$ cat config.mk
export PLATFORM = sky130hd
export DESIGN_NAME = pt_streamer_flat
export DESIGN_NICKNAME = d
export VERILOG_FILES = /design/src/rtl/pt_stream_pkg.sv /design/src/rtl/pt_streamer_if.sv /design/src/rtl/pt_rd_delay.sv /design/src/rtl/pt_streamer.sv /design/src/flat_wrapper.sv
export SDC_FILE = /design/constraint.sdc
export NUM_CORES = 1
export LEC_CHECK = 0
export ABC_CLOCK_PERIOD_IN_PS = 2100
export CORE_AREA = 2 2 80 82
export CTS_BUF_LIST = sky130_fd_sc_hd__clkbuf_4 sky130_fd_sc_hd__clkbuf_8 sky130_fd_sc_hd__clkbuf_16
export DETAILED_ROUTE_END_ITERATION = 12
export DIE_AREA = 0 0 82 84
export GPL_ROUTABILITY_DRIVEN = 0
export PLACE_DENSITY = 0.58
export SLEW_MARGIN = 5
export SYNTH_ARGS = -nofsm -noshare
export SYNTH_HDL_FRONTEND = slang
export SYNTH_SLANG_ARGS = --single-unit
$ cat constraint.sdc
create_clock -name clk -period 2.1 [get_ports clk]
set_input_delay 0.315 -clock clk [delete_from_list [all_inputs] [get_ports clk]]
set_output_delay 0.315 -clock clk [all_outputs]
set_load 0.1 [all_outputs]
$ cat src/rtl/pt_stream_pkg.sv
// Shared types and constants for the plaintext streamer.
// Defining PT_STREAM_HEADER_EN adds the HDR state used for the key/length header.
package pt_stream_pkg;

  localparam logic [7:0] PRINT_LO = 8'h20;
  localparam logic [7:0] PRINT_HI = 8'h7E;

`ifdef PT_STREAM_HEADER_EN
  typedef enum logic [2:0] {IDLE, RD_LEN, FETCH, SEND, HDR} state_e;
`else
  typedef enum logic [1:0] {IDLE, RD_LEN, FETCH, SEND} state_e;
`endif

  function automatic logic is_printable(input logic [7:0] b);
    return (b >= PRINT_LO) && (b <= PRINT_HI);
  endfunction

endpackage

$ cat src/rtl/pt_streamer_if.sv
// Byte stream from the plaintext streamer toward the UART/display path.
// A byte transfers on every rising clk edge where out_valid and out_ready are both 1;
// while out_valid=1 and out_ready=0 the master holds out_data/out_last unchanged.
interface pt_streamer_if;
  logic       out_valid;
  logic       out_ready;
  logic [7:0] out_data;
  logic       out_last;

  modport master (output out_valid, output out_data, output out_last, input out_ready);
  modport slave  (input out_valid, input out_data, input out_last, output out_ready);
endinterface

$ cat src/rtl/pt_rd_delay.sv
// RD_LAT-deep valid shift register: ok_o rises RD_LAT cycles after a read
// request, i.e. exactly when the synchronous RAM data for that request is usable.
module pt_rd_delay #(
  parameter int RD_LAT = 1
) (
  input  logic clk,
  input  logic rst_n,
  input  logic req_i,
  output logic ok_o
);

  logic [RD_LAT-1:0] sr_q;

  always_ff @(posedge clk or negedge rst_n) begin
    if (!rst_n) sr_q <= '0;
    else        sr_q <= RD_LAT'({sr_q, req_i});
  end

  assign ok_o = sr_q[RD_LAT-1];

endmodule

$ cat src/rtl/pt_streamer.sv
// Reads a length-prefixed plaintext from RAM and streams its bytes, flagging non-printables.
// Optional PT_STREAM_HEADER_EN prefixes each run with key[23:0] and the length byte.
module pt_streamer
  import pt_stream_pkg::*;
#(
  parameter int ADDR_W = 8,
  parameter int RD_LAT = 1
) (
  input  logic              clk,
  input  logic              rst_n,
  input  logic              en,
  output logic              rdy,
  input  logic              key_valid,
  input  logic [23:0]       key,
  output logic [ADDR_W-1:0] pt_addr,
  input  logic [7:0]        pt_rddata,
  pt_streamer_if.master     out_if,
  output logic              bad_char,
  output state_e            dbg_state
);

  state_e            state_q, state_d;
  logic              rdy_q, rdy_d;
  logic [7:0]        len_q, len_d;
  logic [ADDR_W-1:0] idx_q, idx_d;
  logic [7:0]        data_q, data_d;
  logic              last_q, last_d;
  logic              bad_q, bad_d;
  logic              issued_q, issued_d;

  logic       accept;
  logic       rd_req;
  logic       rd_ok;
  logic [8:0] idx_p1;

  assign accept = (state_q == IDLE) && rdy_q && en;
  // One read request per RD_LEN/FETCH visit; issued_q blocks re-issue while waiting.
  assign rd_req = ((state_q == RD_LEN) || (state_q == FETCH)) && !issued_q;
  assign idx_p1 = 9'(idx_q) + 9'd1;

  pt_rd_delay #(.RD_LAT(RD_LAT)) u_rd_delay (
    .clk   (clk),
    .rst_n (rst_n),
    .req_i (rd_req),
    .ok_o  (rd_ok)
  );

`ifdef PT_STREAM_HEADER_EN
  logic [23:0] key_q, key_d;
  logic [1:0]  hdr_cnt_q, hdr_cnt_d;
  logic        hdr_q, hdr_d;

  always_ff @(posedge clk or negedge rst_n) begin
    if (!rst_n) begin
      key_q     <= '0;
      hdr_cnt_q <= '0;
      hdr_q     <= 1'b0;
    end else begin
      key_q     <= key_d;
      hdr_cnt_q <= hdr_cnt_d;
      hdr_q     <= hdr_d;
    end
  end
`else
  logic unused_key;
  assign unused_key = ^key;
`endif

  always_ff @(posedge clk or negedge rst_n) begin
    if (!rst_n) begin
      state_q  <= IDLE;
      rdy_q    <= 1'b1;
      len_q    <= '0;
      idx_q    <= '0;
      data_q   <= '0;
      last_q   <= 1'b0;
      bad_q    <= 1'b0;
      issued_q <= 1'b0;
    end else begin
      state_q  <= state_d;
      rdy_q    <= rdy_d;
      len_q    <= len_d;
      idx_q    <= idx_d;
      data_q   <= data_d;
      last_q   <= last_d;
      bad_q    <= bad_d;
      issued_q <= issued_d;
    end
  end

  always_comb begin
    state_d  = state_q;
    len_d    = len_q;
    idx_d    = idx_q;
    data_d   = data_q;
    last_d   = last_q;
    bad_d    = bad_q;
    issued_d = issued_q;
`ifdef PT_STREAM_HEADER_EN
    key_d     = key_q;
    hdr_cnt_d = hdr_cnt_q;
    hdr_d     = hdr_q;
`endif
    if (rd_req) issued_d = 1'b1;
    if (rd_ok)  issued_d = 1'b0;

    case (state_q)
      IDLE: begin
        if (accept) begin
          bad_d   = 1'b0;
          state_d = key_valid ? RD_LEN : IDLE;
`ifdef PT_STREAM_HEADER_EN
          key_d   = key;
`endif
        end
      end
      RD_LEN: begin
        if (rd_ok) begin
          len_d = pt_rddata;
`ifdef PT_STREAM_HEADER_EN
          data_d    = key_q[23:16];
          last_d    = 1'b0;
          hdr_d     = 1'b1;
          hdr_cnt_d = 2'd0;
          state_d   = SEND;
`else
          if (pt_rddata <= 8'd1) begin
            state_d = IDLE;
          end else begin
            idx_d   = ADDR_W'(1);
            state_d = FETCH;
          end
`endif
        end
      end
      FETCH: begin
        if (rd_ok) begin
          data_d  = pt_rddata;
          last_d  = (idx_p1 == {1'b0, len_q});
          state_d = SEND;
        end
      end
      SEND: begin
        if (out_if.out_ready) begin
`ifdef PT_STREAM_HEADER_EN
          if (hdr_q) begin
            if (hdr_cnt_q == 2'd3) begin
              hdr_d = 1'b0;
              if (last_q) begin
                state_d = IDLE;
              end else begin
                idx_d   = ADDR_W'(1);
                state_d = FETCH;
              end
            end else begin
              hdr_cnt_d = hdr_cnt_q + 2'd1;
              state_d   = HDR;
            end
          end else
`endif
          begin
            if (!is_printable(data_q)) bad_d = 1'b1;
            if (last_q) begin
              state_d = IDLE;
            end else begin
              idx_d   = idx_q + ADDR_W'(1);
              state_d = FETCH;
            end
          end
        end
      end
`ifdef PT_STREAM_HEADER_EN
      HDR: begin
        case (hdr_cnt_q)
          2'd1:    data_d = key_q[15:8];
          2'd2:    data_d = key_q[7:0];
          default: data_d = len_q;
        endcase
        // A run with no message bytes ends on the length byte.
        last_d  = (hdr_cnt_q == 2'd3) && (len_q <= 8'd1);
        state_d = SEND;
      end
`endif
      default: state_d = IDLE;
    endcase

    rdy_d = (state_d == IDLE) && !accept;
  end

  assign rdy              = rdy_q;
  assign pt_addr          = (state_q == FETCH) ? idx_q : '0;
  assign out_if.out_valid = (state_q == SEND);
  assign out_if.out_data  = data_q;
  assign out_if.out_last  = last_q && (state_q == SEND);
  assign bad_char         = bad_q;
  assign dbg_state        = state_q;

endmodule

$ cat src/flat_wrapper.sv
// flat-port wrapper written by rule: the top's interface ports become plain ports
module pt_streamer_flat import pt_stream_pkg::*;
#(
  parameter int ADDR_W = 8,
  parameter int RD_LAT = 1
)
  (clk, rst_n, en, rdy, key_valid, key, pt_addr, pt_rddata, bad_char, dbg_state, out_if_out_valid, out_if_out_data, out_if_out_last, out_if_out_ready);
  pt_streamer_if out_if_i ();
  input  logic clk;
  input  logic rst_n;
  input  logic en;
  output logic rdy;
  input  logic key_valid;
  input  logic [23:0] key;
  output logic [ADDR_W-1:0] pt_addr;
  input  logic [7:0] pt_rddata;
  output logic bad_char;
  output state_e dbg_state;
  output wire logic [$bits(out_if_i.out_valid)-1:0] out_if_out_valid;
  output wire logic [$bits(out_if_i.out_data)-1:0] out_if_out_data;
  output wire logic [$bits(out_if_i.out_last)-1:0] out_if_out_last;
  input wire logic [$bits(out_if_i.out_ready)-1:0] out_if_out_ready;
  assign out_if_out_valid = out_if_i.out_valid;
  assign out_if_out_data = out_if_i.out_data;
  assign out_if_out_last = out_if_i.out_last;
  assign out_if_i.out_ready = out_if_out_ready;
  pt_streamer #(.ADDR_W(ADDR_W), .RD_LAT(RD_LAT)) u_core (.clk(clk), .rst_n(rst_n), .en(en), .rdy(rdy), .key_valid(key_valid), .key(key), .pt_addr(pt_addr), .pt_rddata(pt_rddata), .out_if(out_if_i), .bad_char(bad_char), .dbg_state(dbg_state));
endmodule
==> results.md, run 1 <==
* Critical Path Slowest Stage Cell: dfrtp_2
* Rel. slew slack at 72.16%
* Vias at 1454
* Critical path type: flip-flop to output port
* Syn avg cell area at 10.10 µm²
* Via-per-instance ratio at 4.879
* Fin cells at 298
* Asr flop ratio synth at 100.0%
* DP Cell Count at 290
* Req. time, crit path at 1780 ps
* Total track usage at 12.87%
* Clock Tree Root: clkbuf_8
* Multi-input gate area at 967.2 µm²
* Final setup viols at 0
* RSZ-0062 raised after global routing: false
* Slew Limit Fails at 0
* Share of layout cells above drive strength 1 at 35.75%
* DIE WIDTH at 82 µm
* PwrDens at 1504 mW/mm²
* Synth Area in Compound Gates at 14.14%
* Number of global-route vias before repair at 1342
* Cell area after synthesis at 0.001778 mm²
* Die area at 0.006888 mm²
* Net count after synthesis at 218
* CP arrival at 1560 ps
* CTS sink count at 31
* Ranking of synthesized cells by area: dfrtp_1 (42%), mux2_2 (10%), ha_1 (3.5%), xnor2_1 (3.4%), nand2_1 (3.0%)
* Worst setup margin at 226.4 ps
* Initial Util at 29.17%
* LEAKAGE at 1.013 nW
* CTS tree: built
* Clock Latency Late Sink at 290 ps
* Final Hold Violating Endpoints at 0
* F_max at 533.7 MHz
* ANT nets after route at 0
* Port bufs at 34
* Core Box Area at 0.006096 mm²
* Min-Delay Path Class: input pin to asynchronous set/reset pin
* Post-Synth XOR/XNOR Area at 5.911%
* Ant diodes at 0
* Count of different cell masters after synthesis at 46
* Fillers at 606
* Clock transition at path regs at 70 ps
* Post-synthesis simple-gate area fraction at 16.68%
* Status: complete, no violations
* First-pass GRT wire length at 6755 µm
* Final wirelength at 4038 µm
* Number of enable flip-flop cells after synthesis at 0
* CP endpoint kind: output port
* Antenna violations before repair at 0
* Main synth FF type: dfrtp_1
* TritonRoute pass-1 iters at 4
* Dpl ws at -10.09 ps
* Max cap viols at 0
* Yosys top cell by area: dfrtp_1
* Critical Path Fanout Max at 12
* Mux contribution to synthesized area at 12.39%
* Drt drc at 0
* Worst setup SP type: flip-flop
* Period utilization at 89.22%
* Crit-path cells: inv_1, ha_2, and2_2, buf_12
* CTS max path bufs at 2
* Flop and latch count out of synthesis at 31
* Worst path max stage delay at 470 ps
* Max H-tree Level at 2
* Adder-cell area share of the yosys netlist at 3.519%
* Post-DP HPWL at 3013 µm
* Largest family of logic cells by synthesized area: simple AND/OR/NAND/NOR gates
* Clk_skew at 6.288 ps
* Tightest Pin Transition at 417.5 ps
* Seq/Total Area, Yosys at 43.70%
* Postcts setup bufs at 0
* Site Rows at 29
* Total grt overflow at 0
* WL/cell at 13.55 µm
* Cells after Synth at 176
* I/O pin count at 59
* Tmin final at 1874 ps
* Final net count at 262
* DR iter-0 viols at 100
* Yosys top cell area share at 42.22%
* VDD IR max at 1.186 mV
* Sequential cell area at 779.5 µm²
* Total CTS buffers at 5
* Synth-to-layout area growth at 39.48%
* Die Ht at 84 µm
* Ys Warns at 0
* Largest net degree at the start of global routing at 32
registers in the layout, indices dropped and copies added (netlist names):
| register | cells |
|---|---|
| u_core.rdy | 1 |
| u_core.idx_q | 8 |
| u_core.out_if.out_data | 8 |
| u_core.len_q | 8 |
| u_core.last_q | 1 |
| u_core.u_rd_delay.ok_o | 1 |
| u_core.dbg_state | 2 |
| u_core.issued_q | 1 |
| u_core.bad_char | 1 |
cell usage after synthesis (4+ instances only):
library cell	number
dfrtp_1	30
and2_1	8
xor2_1	5
inv_1	7
nand2_1	14
nand3_1	4
mux2_2	16
ha_1	5
a21oi_1	8
nor3_1	5
nor2_1	9
mux2i_1	4
xnor2_1	7
o21ai_0	10
power by group:
group | internal, mW | switching (mW) | leakage, nW
clock network | 0.384 | 0.231 | 0.0612
registers | 0.854 | 0.303 | 0.376
logic | 0.649 | 1.31 | 0.575
total | 1.89 | 1.84 | 1.01
logic make-up (layout without fill, tap and decap cells):
| family | count (synthesis) | after routing |
|---|---|---|
| fa+ha+maj | 5 | 5 |
| flops | 31 | 31 |
| xor+xnor | 12 | 12 |
| mux | 20 | 20 |
| compound gates | 38 | 38 |
| simple gates | 55 | 55 |
| buf+inv | 15 | 60 |
worst paths after layout:
path / end / from / cells past startpoint / slack, ps
worst max-delay path: pt_addr[7] / u_core.dbg_state[0] / 4 / 230
worst min-delay path: u_core.idx_q[4] / rst_n / 2 / 430
worst max register to register: u_core.idx_q[6] / u_core.dbg_state[1] / 8 / 260
worst min register to register: u_core.u_rd_delay.ok_o / u_core.issued_q / 1 / 430
max in group asynchronous: u_core.rdy / rst_n / 2 / 1330
min in group clk: u_core.u_rd_delay.ok_o / u_core.issued_q / 1 / 430
cell type report:
type | count | share of cell area [%]
multi-input combinational | 130 | 39.00
sequential | 31 | 31.43
timing repair buffer | 45 | 19.88
tap | 77 | 3.885
clock buffer | 6 | 3.330
clock inverter | 2 | 1.413
inverter | 7 | 1.060
cell usage in the layout (no fill, tap or decap), types with 2 or more instances in the layout:
cell,count
nand3_1,4
nor2_1,8
mux2_2,16
nand2_1,14
clkdlybuf4s50_1,12
nand4_1,2
buf_12,10
clkbuf_8,6
o21ai_0,10
nor2b_1,2
xnor2_1,7
and2_2,8
buf_4,23
xor2_1,5
or3_2,2
a31oi_1,2
inv_1,7
ha_1,3
nor3_1,5
mux2i_1,4
dfrtp_2,2
o41ai_1,2
a211oi_1,3
a21oi_1,8
a22o_1,2
dfrtp_1,28
per-layer routing:
metal / up-vias / GRT usage, % / share of wire (%)
li1: 712 / - / -
met1: 702 / 17.68 / 47
met2: 31 / 18.77 / 47
met3: 9 / 3.571 / 4.3
met4: 0 / 5.455 / 2.1
met5: - / 0 / 0
per-stage QoR:
step                TNS [ps]  utilization (%)  hold slack, ps  cell area (µm²)  power, mW
finish                     0            40.68           426.9             2480      3.729
global route               0            40.68           447.3             2480      3.942
CTS                        0            40.64           434.4             2477      3.755
detailed placement    -18.70            38.71           418.6             2360      3.127
global placement           0            38.71           407.7             2360      3.106
floorplan             -53.43                -           19.41             1809      2.671
worst max-delay path: cells and delay by family, from the launching register on:
family        cells  cell delay (ps)
fa+ha+maj         1              310
flops             1              470
buf+inv           2              270
simple gates      1              220
timing repair:
item | CTS | global route
gates resized for setup | 0 | 1
hold buffers | 0 | 0
setup endpoints to repair | 0 | 5
No activity file was read; power rests on OpenSTA's default activity.
==> run 2, diff against run 1 <==
Settings changed: ABC_AREA from default to 1, CAP_MARGIN from default to 40, CORE_AREA 2 2 80 82 to 2 2 81 83, DIE_AREA 0 0 82 84 to 0 0 83 85, PLACE_DENSITY 0.58 to 0.57, SKIP_LAST_GASP from default to 1.
==> run 2 against run 1 <==
Effect of this change: sequential share of layout area rose by 0.23 points; via count is 13% higher; maximum frequency fell by 3.1%; first-iteration DRC count shrank 22%; critical path depth grew 2; critical endpoint is now pt_addr[0]; non-clock buffer count down 6; die area increased by 2.4%; highest routed layer unchanged; clock power down 19%; cell count grew 23%; area after synthesis increased by 2.3%; setup slack got worse by 61 ps.
==> results.md, run 2 <==
* Status: complete, no violations (unchanged)
* Crit-path leading delay family: buffers and inverters (was flip-flops)
* Post-DP Area at 0.002382 mm² (was 0.002360 mm²)
* Min-Delay Path Class: flip-flop to flip-flop (was input pin to asynchronous set/reset pin)
* PwrDens at 1237 mW/mm² (was 1504 mW/mm²)
* Vias at 1638 (was 1454)
* CP arrival at 1620 ps (was 1560 ps)
* F_max at 516.9 MHz (was 533.7 MHz)
* Ys Warns at 0 (unchanged)
* Drt drc at 0 (unchanged)
* Initial Util at 29.32% (was 29.17%)
* CP Buf/Inv Count at 4 (was 2)
* DR iter-0 viols at 78 (was 100)
* Slew Limit Fails at 0 (unchanged)
* Synth top cells by count: nand2_1 (74), inv_1 (41), dfrtp_1 (30) (was dfrtp_1 (30), mux2_2 (16), nand2_1 (14))
* Most frequent cells in the layout: nand2_1 (74), inv_1 (33), dfrtp_1 (28) (was dfrtp_1 (28), buf_4 (23), mux2_2 (16))
* Tmin final at 1935 ps (was 1874 ps)
* Final net count at 332 (was 262)
* Final wirelength at 4117 µm (was 4038 µm)
* LEAKAGE at 1.140 nW (was 1.013 nW)
* CTS tree: built (unchanged)
* ANT nets after route at 0 (unchanged)
* VDD IR max at 1.054 mV (was 1.186 mV)
* # resized after CTS at 0 (unchanged)
* Period utilization at 92.12% (was 89.22%)
* Total track usage at 12.64% (was 12.87%)
* Post-CTS Hold Fix Bufs at 0 (unchanged)
* Share of layout cells above drive strength 1 at 22.34% (was 35.75%)
* Clock transition at path regs at 60 ps (was 70 ps)
* Number of enable flip-flop cells after synthesis at 0 (unchanged)
* Via-per-instance ratio at 4.451 (was 4.879)
* Die Ht at 85 µm (was 84 µm)
* Max cap viols at 0 (unchanged)
* Req. time, crit path at 1780 ps (about the same)
* Clock Latency Late Sink at 280 ps (was 290 ps)
* WL/cell at 11.19 µm (was 13.55 µm)
* Worst path max stage delay at 510 ps (was 470 ps)
* Rel. slew slack at 73.06% (was 72.16%)
* Syn avg cell area at 7.306 µm² (was 10.10 µm²)
* Ranking of synthesized cells by area: dfrtp_1 (41%), nand2_1 (15%), inv_1 (8.5%), o21ai_0 (7.2%), nand3_1 (6.3%) (was dfrtp_1 (42%), mux2_2 (10%), ha_1 (3.5%), xnor2_1 (3.4%), nand2_1 (3.0%))
* Max H-tree Level at 2 (unchanged)
* Clock Tree Root: clkbuf_8 (unchanged)
* Largest net degree at the start of global routing at 32 (unchanged)
* Yosys top cell by area: dfrtp_1 (unchanged)
* Post-layout instance area at 0.002477 mm² (was 0.002480 mm²)
* Crit-path cells: inv_1, ha_1, buf_4, nand2_1, clkinvlp_4, buf_12 (was inv_1, ha_2, and2_2, buf_12)
* Tightest Pin Transition at 404.1 ps (was 417.5 ps)
* Antenna violations before repair at 0 (unchanged)
* CTS max path bufs at 2 (unchanged)
* CP endpoint kind: output port (unchanged)
* CTS sink count at 31 (unchanged)
* Count of different cell masters after synthesis at 22 (was 46)
* Cell area after synthesis at 0.001819 mm² (was 0.001778 mm²)
* Flop and latch count out of synthesis at 31 (unchanged)
* Port bufs at 34 (unchanged)
* Critical path type: flip-flop to output port (unchanged)
* Total grt overflow at 0 (unchanged)
* Synth-to-layout area growth at 36.18% (was 39.48%)
* Net count after synthesis at 291 (was 218)
* Main synth FF type: dfrtp_1 (unchanged)
* Ant diodes at 0 (unchanged)
* I/O pin count at 59 (unchanged)
* TritonRoute pass-1 iters at 4 (unchanged)
* Clk_skew at 6.277 ps (was 6.288 ps)
* DIE WIDTH at 83 µm (was 82 µm)
* Postcts setup bufs at 0 (unchanged)
* Die area at 0.007055 mm² (was 0.006888 mm²)
* Worst setup margin at 165.5 ps (was 226.4 ps)
* Site Rows at 29 (unchanged)
* Fin Setup TNS at 0 ps (unchanged)
* Total CTS buffers at 5 (unchanged)
* Yosys top cell area share at 41.27% (was 42.22%)
* Final Hold Violating Endpoints at 0 (unchanged)
* Seq/Total Area, Yosys at 42.71% (was 43.70%)
* Worst setup SP type: flip-flop (unchanged)
* Dpl ws at 342.7 ps (was -10.09 ps)
* Critical Path Slowest Stage Cell: dfrtp_4 (was dfrtp_2)
* Core Box Area at 0.006205 mm² (was 0.006096 mm²)
* Post-DP HPWL at 3151 µm (was 3013 µm)
* First-pass GRT wire length at 7038 µm (was 6755 µm)
* RSZ-0062 raised after global routing: false (unchanged)
* Cells after Synth at 249 (was 176)
* Final setup viols at 0 (unchanged)
* Number of global-route vias before repair at 1522 (was 1342)
* Fillers at 631 (was 606)
* Leading cell type in the layout, fill and taps excluded: nand2_1 (was dfrtp_1)
* Asr flop ratio synth at 100.0% (unchanged)
* Count leader, synth: nand2_1 (was dfrtp_1)
* Critical Path Fanout Max at 11 (was 12)
-- run 2: final timing paths --
path                                     endpoint                start  slack, ps  cells past startpoint
max in group asynchronous              u_core.rdy                rst_n       1340                      2
hold / removal             u_core.u_rd_delay.ok_o      u_core.issued_q        420                      1
setup / recovery                       pt_addr[0]  u_core.dbg_state[0]        170                      6
min in group asynchronous         u_core.idx_q[3]                rst_n        430                      2
hold reg to reg            u_core.u_rd_delay.ok_o      u_core.issued_q        420                      1
setup reg to reg                  u_core.idx_q[4]  u_core.dbg_state[1]        370                      8
-- run 2: layout make-up --
cell class                 count  area [µm²]  area share, %
clock buffer                   7       90.09          3.636
clock inverter                 1       5.005         0.2020
inverter                      44       197.7          7.980
multi-input combinational    169       855.8          34.55
sequential                    31       784.5          31.67
tap                           77       96.34          3.889
timing repair buffer          39       447.9          18.08
-- run 2: cell families after synthesis --
kind of cell | count (synthesis) | synth area share [%]
compound gates | 41 | 13.41
simple gates | 122 | 29.02
buf+inv | 49 | 10.94
xor+xnor | 1 | 0.4815
fa+ha+maj | 5 | 3.439
flops | 31 | 42.71
-- run 2: per-stage QoR --
| step | hold WS [ps] | std cells | power [mW] | utilization [%] |
|---|---|---|---|---|
| after detailed placement | 416.5 | 360 | 2.586 | 38.39 |
| after floorplan | 19.41 | 249 | 2.221 | - |
| after global placement | 406.5 | 360 | 2.553 | 38.39 |
| after global routing | 443.3 | 368 | 3.259 | 39.93 |
| after CTS | 424.3 | 368 | 3.098 | 39.93 |
| final | 422.9 | 368 | 3.064 | 39.93 |
-- run 2: layer usage --
layer	track usage (%)	vias to the layer above	share of wire, %	wire [µm]
li1	-	865	-	-
met1	15.65	730	47	1945
met2	20.16	36	46	1905
met3	4.086	7	4.8	196
met4	5.812	0	1.7	70
met5	0	-	0	0
-- run 2: report_power, final --
| group | internal [mW] | switching (mW) |
|---|---|---|
| clock | 0.277 | 0.221 |
| combinational | 0.382 | 1.18 |
| sequential | 0.814 | 0.196 |
| total | 1.47 | 1.59 |
